===== src/rtl/cpu_pkg.sv =====
// Shared CPU constants for the decode/operand-fetch slice.
//   DATA_W   operand / register width
//   REG_W    register index width (R0 hardwired to zero)
//   PEND_W   per-register pending-write counter width
//   NUM_REGS number of architectural registers
//   R0       index of the hardwired-zero register
//   PEND_MAX saturation value of a pending-write counter
package cpu_pkg;

    localparam int DATA_W   = 16;
    localparam int REG_W    = 4;
    localparam int PEND_W   = 2;
    localparam int NUM_REGS = 1 << REG_W;

    localparam logic [REG_W-1:0]  R0       = {REG_W{1'b0}};
    localparam logic [PEND_W-1:0] PEND_MAX = {PEND_W{1'b1}};

endpackage


===== src/rtl/reg_scoreboard.sv =====
// Per-register pending-write scoreboard.
// Ports:
//   clk, rst          clock, asynchronous active-high reset
//   inc_en_i/idx_i    a write to idx has been issued (R0 ignored)
//   dec_en_i/idx_i    a write to idx retires this cycle (R0 ignored)
//   q1_idx_i/q2_idx_i source indices to test for outstanding writes
//   qd_idx_i          destination index to test for counter saturation
//   busy1_o/busy2_o   source still has a write in flight that is not retiring now
//   full_o            destination counter saturated and not retiring now
//   sb_err_o          sticky: a retire arrived for a register with no pending write
module reg_scoreboard
    import cpu_pkg::*;
(
    input  logic             clk,
    input  logic             rst,
    input  logic             inc_en_i,
    input  logic [REG_W-1:0] inc_idx_i,
    input  logic             dec_en_i,
    input  logic [REG_W-1:0] dec_idx_i,
    input  logic [REG_W-1:0] q1_idx_i,
    input  logic [REG_W-1:0] q2_idx_i,
    input  logic [REG_W-1:0] qd_idx_i,
    output logic             busy1_o,
    output logic             busy2_o,
    output logic             full_o,
    output logic             sb_err_o
);

    logic [PEND_W-1:0] pend_q [NUM_REGS];
    logic [PEND_W-1:0] pend_d [NUM_REGS];
    logic              err_q;
    logic              err_d;
    logic              inc_s;
    logic              dec_s;

    // R0 is never tracked, so both update requests are masked for it here.
    assign inc_s = inc_en_i && (inc_idx_i != R0);
    assign dec_s = dec_en_i && (dec_idx_i != R0);

    // A source whose last pending write retires this cycle is served by the
    // register-file bypass, so it is not considered busy.
    assign busy1_o = (pend_q[q1_idx_i] != {PEND_W{1'b0}}) &&
                     !((pend_q[q1_idx_i] == PEND_W'(1)) && dec_s && (dec_idx_i == q1_idx_i));
    assign busy2_o = (pend_q[q2_idx_i] != {PEND_W{1'b0}}) &&
                     !((pend_q[q2_idx_i] == PEND_W'(1)) && dec_s && (dec_idx_i == q2_idx_i));
    // A retire to the same register frees a slot in the counter this cycle.
    assign full_o  = (pend_q[qd_idx_i] == PEND_MAX) && !(dec_s && (dec_idx_i == qd_idx_i));
    assign sb_err_o = err_q;

    // Next-state counters: retire applied first, then issue, so a same-cycle
    // issue and retire on one register leaves its count unchanged.
    always_comb begin
        pend_d = pend_q;
        err_d  = err_q;
        if (dec_s) begin
            if (pend_q[dec_idx_i] == {PEND_W{1'b0}}) begin
                err_d = 1'b1;
            end else begin
                pend_d[dec_idx_i] = pend_q[dec_idx_i] - PEND_W'(1);
            end
        end else begin
            err_d = err_q;
        end
        if (inc_s) begin
            pend_d[inc_idx_i] = pend_d[inc_idx_i] + PEND_W'(1);
        end else begin
            err_d = err_d;
        end
    end

    // Counter and sticky-error registers; reset discards all in-flight state.
    always_ff @(posedge clk or posedge rst) begin
        if (rst) begin
            for (int i = 0; i < NUM_REGS; i++) begin
                pend_q[i] <= {PEND_W{1'b0}};
            end
            err_q <= 1'b0;
        end else begin
            pend_q <= pend_d;
            err_q  <= err_d;
        end
    end

endmodule


===== src/rtl/operand_fetch.sv =====
// Decode-stage operand reader with ID/EX output slot and RAW scoreboard.
// Ports:
//   clk, rst                      clock, asynchronous active-high reset
//   in_valid/in_ready             decoded-instruction handshake (issue = both high)
//   in_src1/2, in_use1/2          source indices and their use flags
//   in_dst, in_wen                destination index and write enable
//   rf_src1/2, rf_data1/2         register-file read port (same-cycle data)
//   wb_wen, wb_dst                writeback retire notification
//   out_valid/out_ready           ID/EX slot handshake
//   out_op1/2, out_dst, out_wen   captured slot contents
//   sb_err                        sticky scoreboard underflow error
module operand_fetch
    import cpu_pkg::*;
(
    input  logic              clk,
    input  logic              rst,
    input  logic              in_valid,
    output logic              in_ready,
    input  logic [REG_W-1:0]  in_src1,
    input  logic [REG_W-1:0]  in_src2,
    input  logic              in_use1,
    input  logic              in_use2,
    input  logic [REG_W-1:0]  in_dst,
    input  logic              in_wen,
    output logic [REG_W-1:0]  rf_src1,
    output logic [REG_W-1:0]  rf_src2,
    input  logic [DATA_W-1:0] rf_data1,
    input  logic [DATA_W-1:0] rf_data2,
    input  logic              wb_wen,
    input  logic [REG_W-1:0]  wb_dst,
    output logic              out_valid,
    input  logic              out_ready,
    output logic [DATA_W-1:0] out_op1,
    output logic [DATA_W-1:0] out_op2,
    output logic [REG_W-1:0]  out_dst,
    output logic              out_wen,
    output logic              sb_err
);

    logic              valid_q, valid_d;
    logic [DATA_W-1:0] op1_q, op1_d;
    logic [DATA_W-1:0] op2_q, op2_d;
    logic [REG_W-1:0]  dst_q, dst_d;
    logic              wen_q, wen_d;

    logic slot_free_s;
    logic hazard_s;
    logic structural_s;
    logic issue_s;
    logic busy1_s;
    logic busy2_s;
    logic full_s;

    // Register-file addresses follow the decoded sources with no latency.
    assign rf_src1 = in_src1;
    assign rf_src2 = in_src2;

    assign slot_free_s  = !valid_q || out_ready;
    assign hazard_s     = (in_use1 && (in_src1 != R0) && busy1_s) ||
                          (in_use2 && (in_src2 != R0) && busy2_s);
    assign structural_s = in_wen && (in_dst != R0) && full_s;
    assign in_ready     = slot_free_s && !hazard_s && !structural_s;
    assign issue_s      = in_valid && in_ready;

    reg_scoreboard u_sb (
        .clk       (clk),
        .rst       (rst),
        .inc_en_i  (issue_s && in_wen),
        .inc_idx_i (in_dst),
        .dec_en_i  (wb_wen),
        .dec_idx_i (wb_dst),
        .q1_idx_i  (in_src1),
        .q2_idx_i  (in_src2),
        .qd_idx_i  (in_dst),
        .busy1_o   (busy1_s),
        .busy2_o   (busy2_s),
        .full_o    (full_s),
        .sb_err_o  (sb_err)
    );

    // Slot next state: load on issue, drop valid on consume, otherwise hold.
    always_comb begin
        valid_d = valid_q;
        op1_d   = op1_q;
        op2_d   = op2_q;
        dst_d   = dst_q;
        wen_d   = wen_q;
        if (issue_s) begin
            valid_d = 1'b1;
            op1_d   = rf_data1;
            op2_d   = rf_data2;
            dst_d   = in_dst;
            wen_d   = in_wen;
        end else if (valid_q && out_ready) begin
            valid_d = 1'b0;
        end else begin
            valid_d = valid_q;
        end
    end

    // ID/EX slot registers.
    always_ff @(posedge clk or posedge rst) begin
        if (rst) begin
            valid_q <= 1'b0;
            op1_q   <= {DATA_W{1'b0}};
            op2_q   <= {DATA_W{1'b0}};
            dst_q   <= {REG_W{1'b0}};
            wen_q   <= 1'b0;
        end else begin
            valid_q <= valid_d;
            op1_q   <= op1_d;
            op2_q   <= op2_d;
            dst_q   <= dst_d;
            wen_q   <= wen_d;
        end
    end

    assign out_valid = valid_q;
    assign out_op1   = op1_q;
    assign out_op2   = op2_q;
    assign out_dst   = dst_q;
    assign out_wen   = wen_q;

endmodule


===== config.mk =====
export PLATFORM = sky130hd
export DESIGN_NAME = operand_fetch
export DESIGN_NICKNAME = d
export VERILOG_FILES = /design/src/rtl/cpu_pkg.sv /design/src/rtl/reg_scoreboard.sv /design/src/rtl/operand_fetch.sv
export SDC_FILE = /design/constraint.sdc
export NUM_CORES = 1
export LEC_CHECK = 0
export ABC_AREA = 1
export BUFFER_PORTS_ARGS = -buffer_cell sky130_fd_sc_hd__buf_2
export CORE_AREA = 2 2 112 92
export CTS_CLUSTER_SIZE = 30
export DETAILED_ROUTE_END_ITERATION = 16
export DIE_AREA = 0 0 114 94
export PLACE_DENSITY = 0.79
export SLEW_MARGIN = 10
export SYNTH_ARGS = -nofsm -noshare
export SYNTH_HDL_FRONTEND = slang
export SYNTH_HIERARCHICAL = 1
export SYNTH_SLANG_ARGS = --single-unit

===== constraint.sdc =====
create_clock -name clk -period 6.1 [get_ports clk]
set_clock_uncertainty 0.2 [all_clocks]
set_input_delay 0.305 -clock clk [delete_from_list [all_inputs] [get_ports clk]]
set_output_delay 0.305 -clock clk [all_outputs]
set_load 0.01 [all_outputs]

Yosys cells after proc, flatten, opt, wreduce, memory -nomap -nowiden
Index checks and enable logic that the tools add are counted.
{"block": "word_totals", "input_bits": 56, "elab_cells": 106, "reg_bits": 71, "out_inout_bits": 48}
{"block": "op_classes", "mux": 26, "n_reduce_logical": 40, "n_lt_le_gt_ge": 6, "n_addsub": 2, "bitwise_logic": 4, "eq_ne": 6}
{"cell": "$mux W32", "count": 3}
{"cell": "$bwmux W32", "count": 2}
{"cell": "$bmux W2 S4", "count": 5}
{"cell": "$mux W2", "count": 12}
{"cell": "$logic_and A1 B1 Y1", "count": 23}
{"cell": "$ge A5 B5 Y1 const B", "count": 4}
{"cell": "$not A4 Y5", "count": 4}
{"cell": "$demux W2 S4", "count": 2}
{"cell": "$reduce_bool A4 Y1", "count": 4}
{"cell": "$eq A4 B4 Y1", "count": 3}
{"cell": "$lt A5 B1 Y1 const B", "count": 2}
{"cell": "$logic_not A1 Y1", "count": 6}
{"cell": "$reduce_bool A2 Y1", "count": 3}
{"cell": "$eq A2 B1 Y1 const B", "count": 2}
{"cell": "$add A2 B1 Y2 const B", "count": 1}
{"cell": "$eq A2 B2 Y1 const B", "count": 1}
{"cell": "$logic_not A2 Y1", "count": 1}
{"cell": "$logic_or A1 B1 Y1", "count": 2}
{"cell": "$mux W1", "count": 2}
{"cell": "$reduce_and A2 Y1", "count": 1}
{"cell": "$sub A2 B1 Y2 const B", "count": 1}

Longest topological paths before layout
Gate-level depths: netlist of the first run.
{"block": "depth", "word_depth": 18, "ltp_mapped": 27}

Modules after synthesis
Netlist of the first run, hierarchy kept.
{"module": "reg_scoreboard", "cells_each": 578, "instances": 1, "area_each_um2": 3553.4}
{"module": "operand_fetch", "cells_each": 199, "instances": 1, "area_each_um2": 1672.9}

Least setup slack after synthesis of the first run
OpenSTA, ideal clock, no wires.
{"block": "synth_path", "path_type": "input to register", "start": "input wb_dst[0]", "end": "register u_sb/pend_q[1] in the netlist's numbering", "setup_ns": 0.121, "stages": 24, "path_slack_ns": 3.026, "arrival_time_ns": 2.754, "path_cell_list": "buf_6 buf_8 nand2_1 inv_1 nand2_1 o21ai_0 o21ai_0 nand2_1 a211oi_1 ha_1 inv_1 nand2_1 inv_1 nand2_1 nand2_1 o21ai_1 o21ai_0 o21ai_0 nand3_1 nor2_1 nand3_2 buf_6 nand3_2 nand2_1"}
{"item": "start, declared", "line_no": "operand_fetch.sv:30", "rtl": "input logic [REG_W-1:0] wb_dst,"}
{"item": "end signal, assigned by index", "line_no": "reg_scoreboard.sv:75", "rtl": "pend_q[i] <= {PEND_W{1'b0}};"}
{"item": "end signal, assigned", "line_no": "reg_scoreboard.sv:79", "rtl": "pend_q <= pend_d;"}
{"item": "end, declared", "line_no": "reg_scoreboard.sv:29", "rtl": "logic [PEND_W-1:0] pend_q [NUM_REGS];"}

==> flow_summary.toml, run 1 <==
[synth]
yosysWarningCount = 6
syn-instance-count = 777
postSynth.asyncResetShare_pct = 100
yosys.area.top_type_share_pct = 34.0
synth_area_leaders = "dfrtp_1, nand2_1, nand3_1"
synth_cell_types = 42
synth_edf_count = 0
syn_avg_cell_area_um2 = 6.73
syn-num-nets = 834
synth_area_um2 = 5230
ys_seq_elements = 71
synth_flop_cell = "dfrtp_1"
synth_largest_area_cell = "dfrtp_1"
yosysSeqAreaShare_pct = 34.0

[status]
status = "completed"

[floorplan]
die_w_um = 114
die-area_um2 = 10700
coreArea_um2 = 9530
start_util_pct = 54.8
top_level_ports = 104
rows = 32
chipHeight_um = 94

[worst_setup_path]
cpLargestDelayFamily = "simple AND/OR/NAND/NOR gates"
r2r_cells = 18
arrival_ps = 3950
rrSetupSlack_ps = 2170
cp_data_required_time_ps = 6110
max_stage_delay_ps = 500
worst_setup_path_start_kind = "flop"
critPathKind = "reg -> reg"
crit_chain = "nand2_1 > nand2_1 > nand2_1 > nand2_1 > nand2_1 > nand2_2 > nor2_4 > ha_1 > inv_1 > o21ai_0 > nand2_1 > o21ai_0 > o21ai_0 > nand3_1 > nor2_1 > nand3_2 > nand3_1 > nand2_1"
reg2reg_to = "u_sb/pend_q[7]"
crit_path_end_kind = "flop"
critPathSlowestCell = "dfrtp_1"
critPathMaxFanout = 16
rr_startpoint = "u_sb/pend_q[26]"
worst-path-buf-inv = 1
cpMostUsedCell = "nand2_1"

[run]
drv_cap = 0

[finish]
fillers = 883
layout.nets = 925
num_antenna_cells = 0
multiInputGateArea_um2 = 2880
area.sequential_um2 = 1780
drive_gt1_share_pct = 18.3
area_growth_syn_to_layout_pct = 16.7
final_area_um2 = 6100

[global_route]
grt_pass1_wl_um = 28400
grt_max_degree = 39
antenna_found_initial = 0
gr-total-overflow = 0
grt_pass1_vias = 5266
track_usage_pct = 35.1

[pwr]
peakVddDrop_v = 0.000281
p_leak_uw = 0.00328
power_density_nw_per_um2 = 418

[worst_hold_path]
hold-path-endpoint = "out_op2[15]"
hold_path.startpoint = "rf_data2[15]"
holdCritPathClass = "in -> reg"
worstHoldPathCells = 3

[sta]
fin_crit_ps = 3930
fmaxAchievable_mhz = 254
rsz0062_at_grt = "false"
report.final.setup_viol = 0
timing.final.crit_share_pct = 64.5
finalHoldViolCount = 0
maxSlewViolCount = 0
fin_ws_ps = 2170
slew_headroom_pct = 53.8
whs_ps = 0.780
tns_ps = 0
tightestPinTransition_ps = 692

[clock_tree]
worstSkewPairLatency_ps = 340
post_cts_buffers = 0
cts-htree-levels = 3
post_cts_resized = 0
clockRootBuffer = "clkbuf_16"
tritoncts = "yes"
cts.sinks = 71
cts_buffer_depth = 2
clk_pin_slew_worst_paths_ps = 60
cts-buffers-inserted = 9

[placement]
hpwl_um = 12800
place_area_um2 = 5640
io_buffers = 103
post-place-ws_ps = 2020
gp_congestion = 1.03

[detailed_routing]
wl_per_cell_um = 18.4
wirelength_um = 18300
vias = 5709
dr.pass1.iters = 7
drt_iter0_drc = 693
drc = 0
antenna_left = 0
vias_per_cell = 5.76
-- timing repair --
item / in CTS / in global routing
hold endpoints to repair: 83 / 1
endpoints found under the setup margin: 0 / 0
hold buffers: 13 / 1
-- metal layers --
metal	global-route usage [%]	vias up	wire length, um
met5	0	-	0
met4	15.2	0	675
met3	7.23	54	1850
met2	51.9	284	7970
met1	49.7	2655	7810
li1	-	2716	-
-- worst max-delay path by stage --
stage                                from         endpoint  slack, ps  depth (start not counted)
after global placement         in_src1[0]  u_sb/pend_q[10]       2010                         23
after detailed placement       in_src1[0]  u_sb/pend_q[26]       2020                         23
final                     u_sb/pend_q[26]   u_sb/pend_q[7]       2170                         18
after CTS                 u_sb/pend_q[26]   u_sb/pend_q[7]       2260                         21
after global routing      u_sb/pend_q[24]   u_sb/pend_q[9]       1800                         21
after floorplan                 wb_dst[0]   u_sb/pend_q[1]       3030                         24
-- power by group --
group,internal [uW],switching (uW)
Combinational,375,612
Clock,369,210
Sequential,672,310
Total,1420,1130
-- flip-flops by register name, indices dropped and copies added (netlist names) --
signal and flops:
out_valid 1, u_sb/sb_err_o 1, out_op1 16, out_op2 16, u_sb/pend_q 32, out_dst 4, out_wen 1
-- worst reg2reg max path, stage by stage (launching register included) --
cell     delay [ps]
dfrtp_1         500
nand2_1         140
nand2_1          50
nand2_1          50
nand2_1          50
nand2_1          70
nand2_2          70
nor2_4          430
ha_1            500
inv_1           220
o21ai_0         170
nand2_1          90
o21ai_0          90
o21ai_0         170
nand3_1          80
nor2_1          160
nand3_2         430
nand3_1         260
nand2_1          80
-- final cells by class --
type | instances | area share (%)
Tap cell | 119 | 2.44
Timing Repair Buffer | 121 | 11.2
Multi-Input combinational cell | 590 | 47.3
Sequential cell | 71 | 29.1
Clock buffer | 11 | 3.98
Inverter | 75 | 4.61
Clock inverter | 5 | 1.33
-- logic make-up after synthesis --
logic type | share of synthesized area, %
flip-flops | 34.0
AO/OA/AOI/OAI | 17.1
XOR/XNOR | 1.84
adder cells (fa/ha/maj) | 0.239
AND/OR/NAND/NOR | 36.0
buffers and inverters | 10.9
-- stage by stage --
step	instances	utilization [%]	power [uW]
4_1_cts	991	63.9	2510
3_5_place_dp	962	59.2	1920
2_1_floorplan	777	-	1520
6_report	992	64.0	2550
5_1_grt	992	64.0	2690
3_3_place_gp	962	59.2	1900
-- placed cells by master (no fill, tap or decap), types with 3 or more instances in the layout --
| master | instances |
|---|---|
| nand2_1 | 233 |
| inv_1 | 73 |
| dfrtp_1 | 71 |
| dlygate4sd3_1 | 14 |
| or2_2 | 7 |
| buf_2 | 103 |
| xnor2_1 | 10 |
| a21o_1 | 15 |
| o211ai_1 | 8 |
| nand3_2 | 12 |
| a21oi_1 | 31 |
| nor2_1 | 76 |
| o22ai_1 | 6 |
| buf_4 | 4 |
| o21ai_1 | 3 |
| o221ai_1 | 8 |
| nand3_1 | 76 |
| nand2_2 | 9 |
| nor2_4 | 4 |
| o21ai_0 | 69 |
| clkbuf_16 | 9 |
| a22oi_1 | 3 |
-- synth_stat cells (3+ instances only) --
master,instances
nand2_1,233
nor2_1,77
nand3_1,76
inv_1,73
dfrtp_1,71
o21ai_0,69
a21oi_1,31
a21o_1,15
clkbuf_1,14
nand3_2,12
buf_4,10
xnor2_1,10
nand2_2,9
buf_6,8
o211ai_1,8
o221ai_1,8
or2_2,7
buf_2,6
o22ai_1,6
nor2_4,4
a22oi_1,3
o21ai_1,3
Power figures use the tool's default switching activity.
==> inputs of run 2 (changes only) <==
==> constraint.sdc (replaced) <==
create_clock -name clk -period 3.9 [get_ports clk]
set_clock_uncertainty 0.2 [all_clocks]
set_input_delay 0.195 -clock clk [delete_from_list [all_inputs] [get_ports clk]]
set_output_delay 0.195 -clock clk [all_outputs]
set_load 0.01 [all_outputs]
==> flow_summary.toml, run 2 (same netlist as run 1, synthesis figures left out) <==
[worst_setup_path]
critPathMaxFanout = 9
max_stage_delay_ps = 580
worst-path-buf-inv = 2
worst_setup_path_start_kind = "flop"
rrSetupSlack_ps = 470
critPathKind = "reg -> reg"
critPathSlowestCell = "dfrtp_1"
crit_chain = "inv_1 > o21ai_0 > o21ai_0 > nand2_1 > a211oi_1 > ha_1 > nor2_1 > nand2_1 > o21ai_0 > o22ai_1 > o21bai_1 > nand3_1 > nor2_1 > nand3_2 > buf_4 > nand3_1 > nand2_1"
crit_path_end_kind = "flop"
cpLargestDelayFamily = "simple AND/OR/NAND/NOR gates"
cp_data_required_time_ps = 3930
arrival_ps = 3450

[placement]
gp_congestion = 1.02
hpwl_um = 12900
io_buffers = 103

[pwr]
power_uw = 4120
p_leak_uw = 0.00343
power_density_nw_per_um2 = 642
peakVddDrop_v = 0.000479

[global_route]
grt_pass1_vias = 5711
grt_max_degree = 39
track_usage_pct = 36.7
gr-total-overflow = 0
grt_pass1_wl_um = 29800
antenna_found_initial = 0

[sta]
tightestPinTransition_ps = 729
slew_headroom_pct = 51.2
report.final.setup_viol = 0
finalHoldViolCount = 0
fmaxAchievable_mhz = 292
rsz0062_at_grt = "false"
tns_ps = 0
maxSlewViolCount = 0
timing.final.crit_share_pct = 87.8
fin_crit_ps = 3430

[finish]
drive_gt1_share_pct = 19.0
fillers = 811
regMostFlops = "u_sb/pend_q"
layout.nets = 957
largest_reg_flops = 32
final_cell_mix = "nand2_1, buf_2, nor2_1, nand3_1, inv_1"
num_antenna_cells = 0
final_common_cell = "nand2_1"
area_growth_syn_to_layout_pct = 22.7

[run]
drv_cap = 0

[detailed_routing]
wirelength_um = 19000
wl_per_cell_um = 18.5
drc = 0
drt_iter0_drc = 670
vias = 6050
antenna_left = 0
dr.pass1.iters = 8
vias_per_cell = 5.91

[floorplan]
chipHeight_um = 94
top_level_ports = 104
rows = 32
die_w_um = 114
die-area_um2 = 10700
start_util_pct = 54.8
coreArea_um2 = 9530

[clock_tree]
worstSkewPairLatency_ps = 340
post_cts_resized = 0
cts-buffers-inserted = 9
clockRootBuffer = "clkbuf_16"
cts_buffer_depth = 2
tritoncts = "yes"
cts-htree-levels = 3
clk_pin_slew_worst_paths_ps = 60
cts.sinks = 71

[worst_hold_path]
holdCritPathClass = "in -> reg"

[status]
status = "completed"
run 2: cell types whose count changed in the layout (fill, tap and decap cells not counted), sizes merged:
cell | previous run | this run
clkinv | 3 | 2
buf | 107 | 118
dlygate4sd3 | 14 | 35
clkbuf | 11 | 12
run 2: area by class of cell:
class	count	area (um^2)	area share [%]
Multi-Input combinational cell	590	2880	45.0
Sequential cell	71	1780	27.7
Timing Repair Buffer	153	978	15.3
Inverter	75	282	4.39
Clock buffer	12	267	4.16
Tap cell	119	149	2.32
Clock inverter	4	76.3	1.19
run 2: metal layers:
layer / vias to the layer above / routed length [um] / GRT usage, %
li1: 2782 / - / -
met1: 2755 / 7260 / 48.2
met2: 420 / 8500 / 57.9
met3: 93 / 2290 / 8.32
met4: 0 / 906 / 16.6
met5: - / 0 / 0
run 2: worst min-delay path: stages:
cell and delay, ps:
buf_2 180, nand3_1 110, nand2_1 50
run 2: repair_timing:
action                     CTS  global route
hold endpoints to repair   105             0
setup endpoints to repair    0             0
hold buffers                35             0
setup buffers                0             0
run 2: final timing paths:
kind                                        end            start  cells after the start
worst min-delay path                 out_dst[2]        in_dst[2]                      3
worst max register to register   u_sb/pend_q[3]  u_sb/pend_q[23]                     17
min in group asynchronous       u_sb/pend_q[21]              rst                      4
worst min register to register      out_op2[12]      out_op2[12]                      2
worst max-delay path             u_sb/pend_q[3]  u_sb/pend_q[23]                     17
max in group asynchronous            out_dst[1]              rst                      4
run 2: per-stage QoR:
stage	instances	utilization (%)	cell area [um^2]	hold slack [ps]	setup WS, ps
2_1_floorplan	777	-	5230	124	936
3_3_place_gp	973	60.0	5720	122	396
3_5_place_dp	973	60.0	5720	138	393
4_1_cts	1024	67.3	6410	10.3	602
5_1_grt	1024	67.3	6410	48.0	268
6_report	1024	67.3	6410	33.1	475
run 2: report_power, final:
group	switching (uW)	total (uW)	internal, uW
clock network	330	944	614
logic	1050	1700	654
registers	420	1470	1050
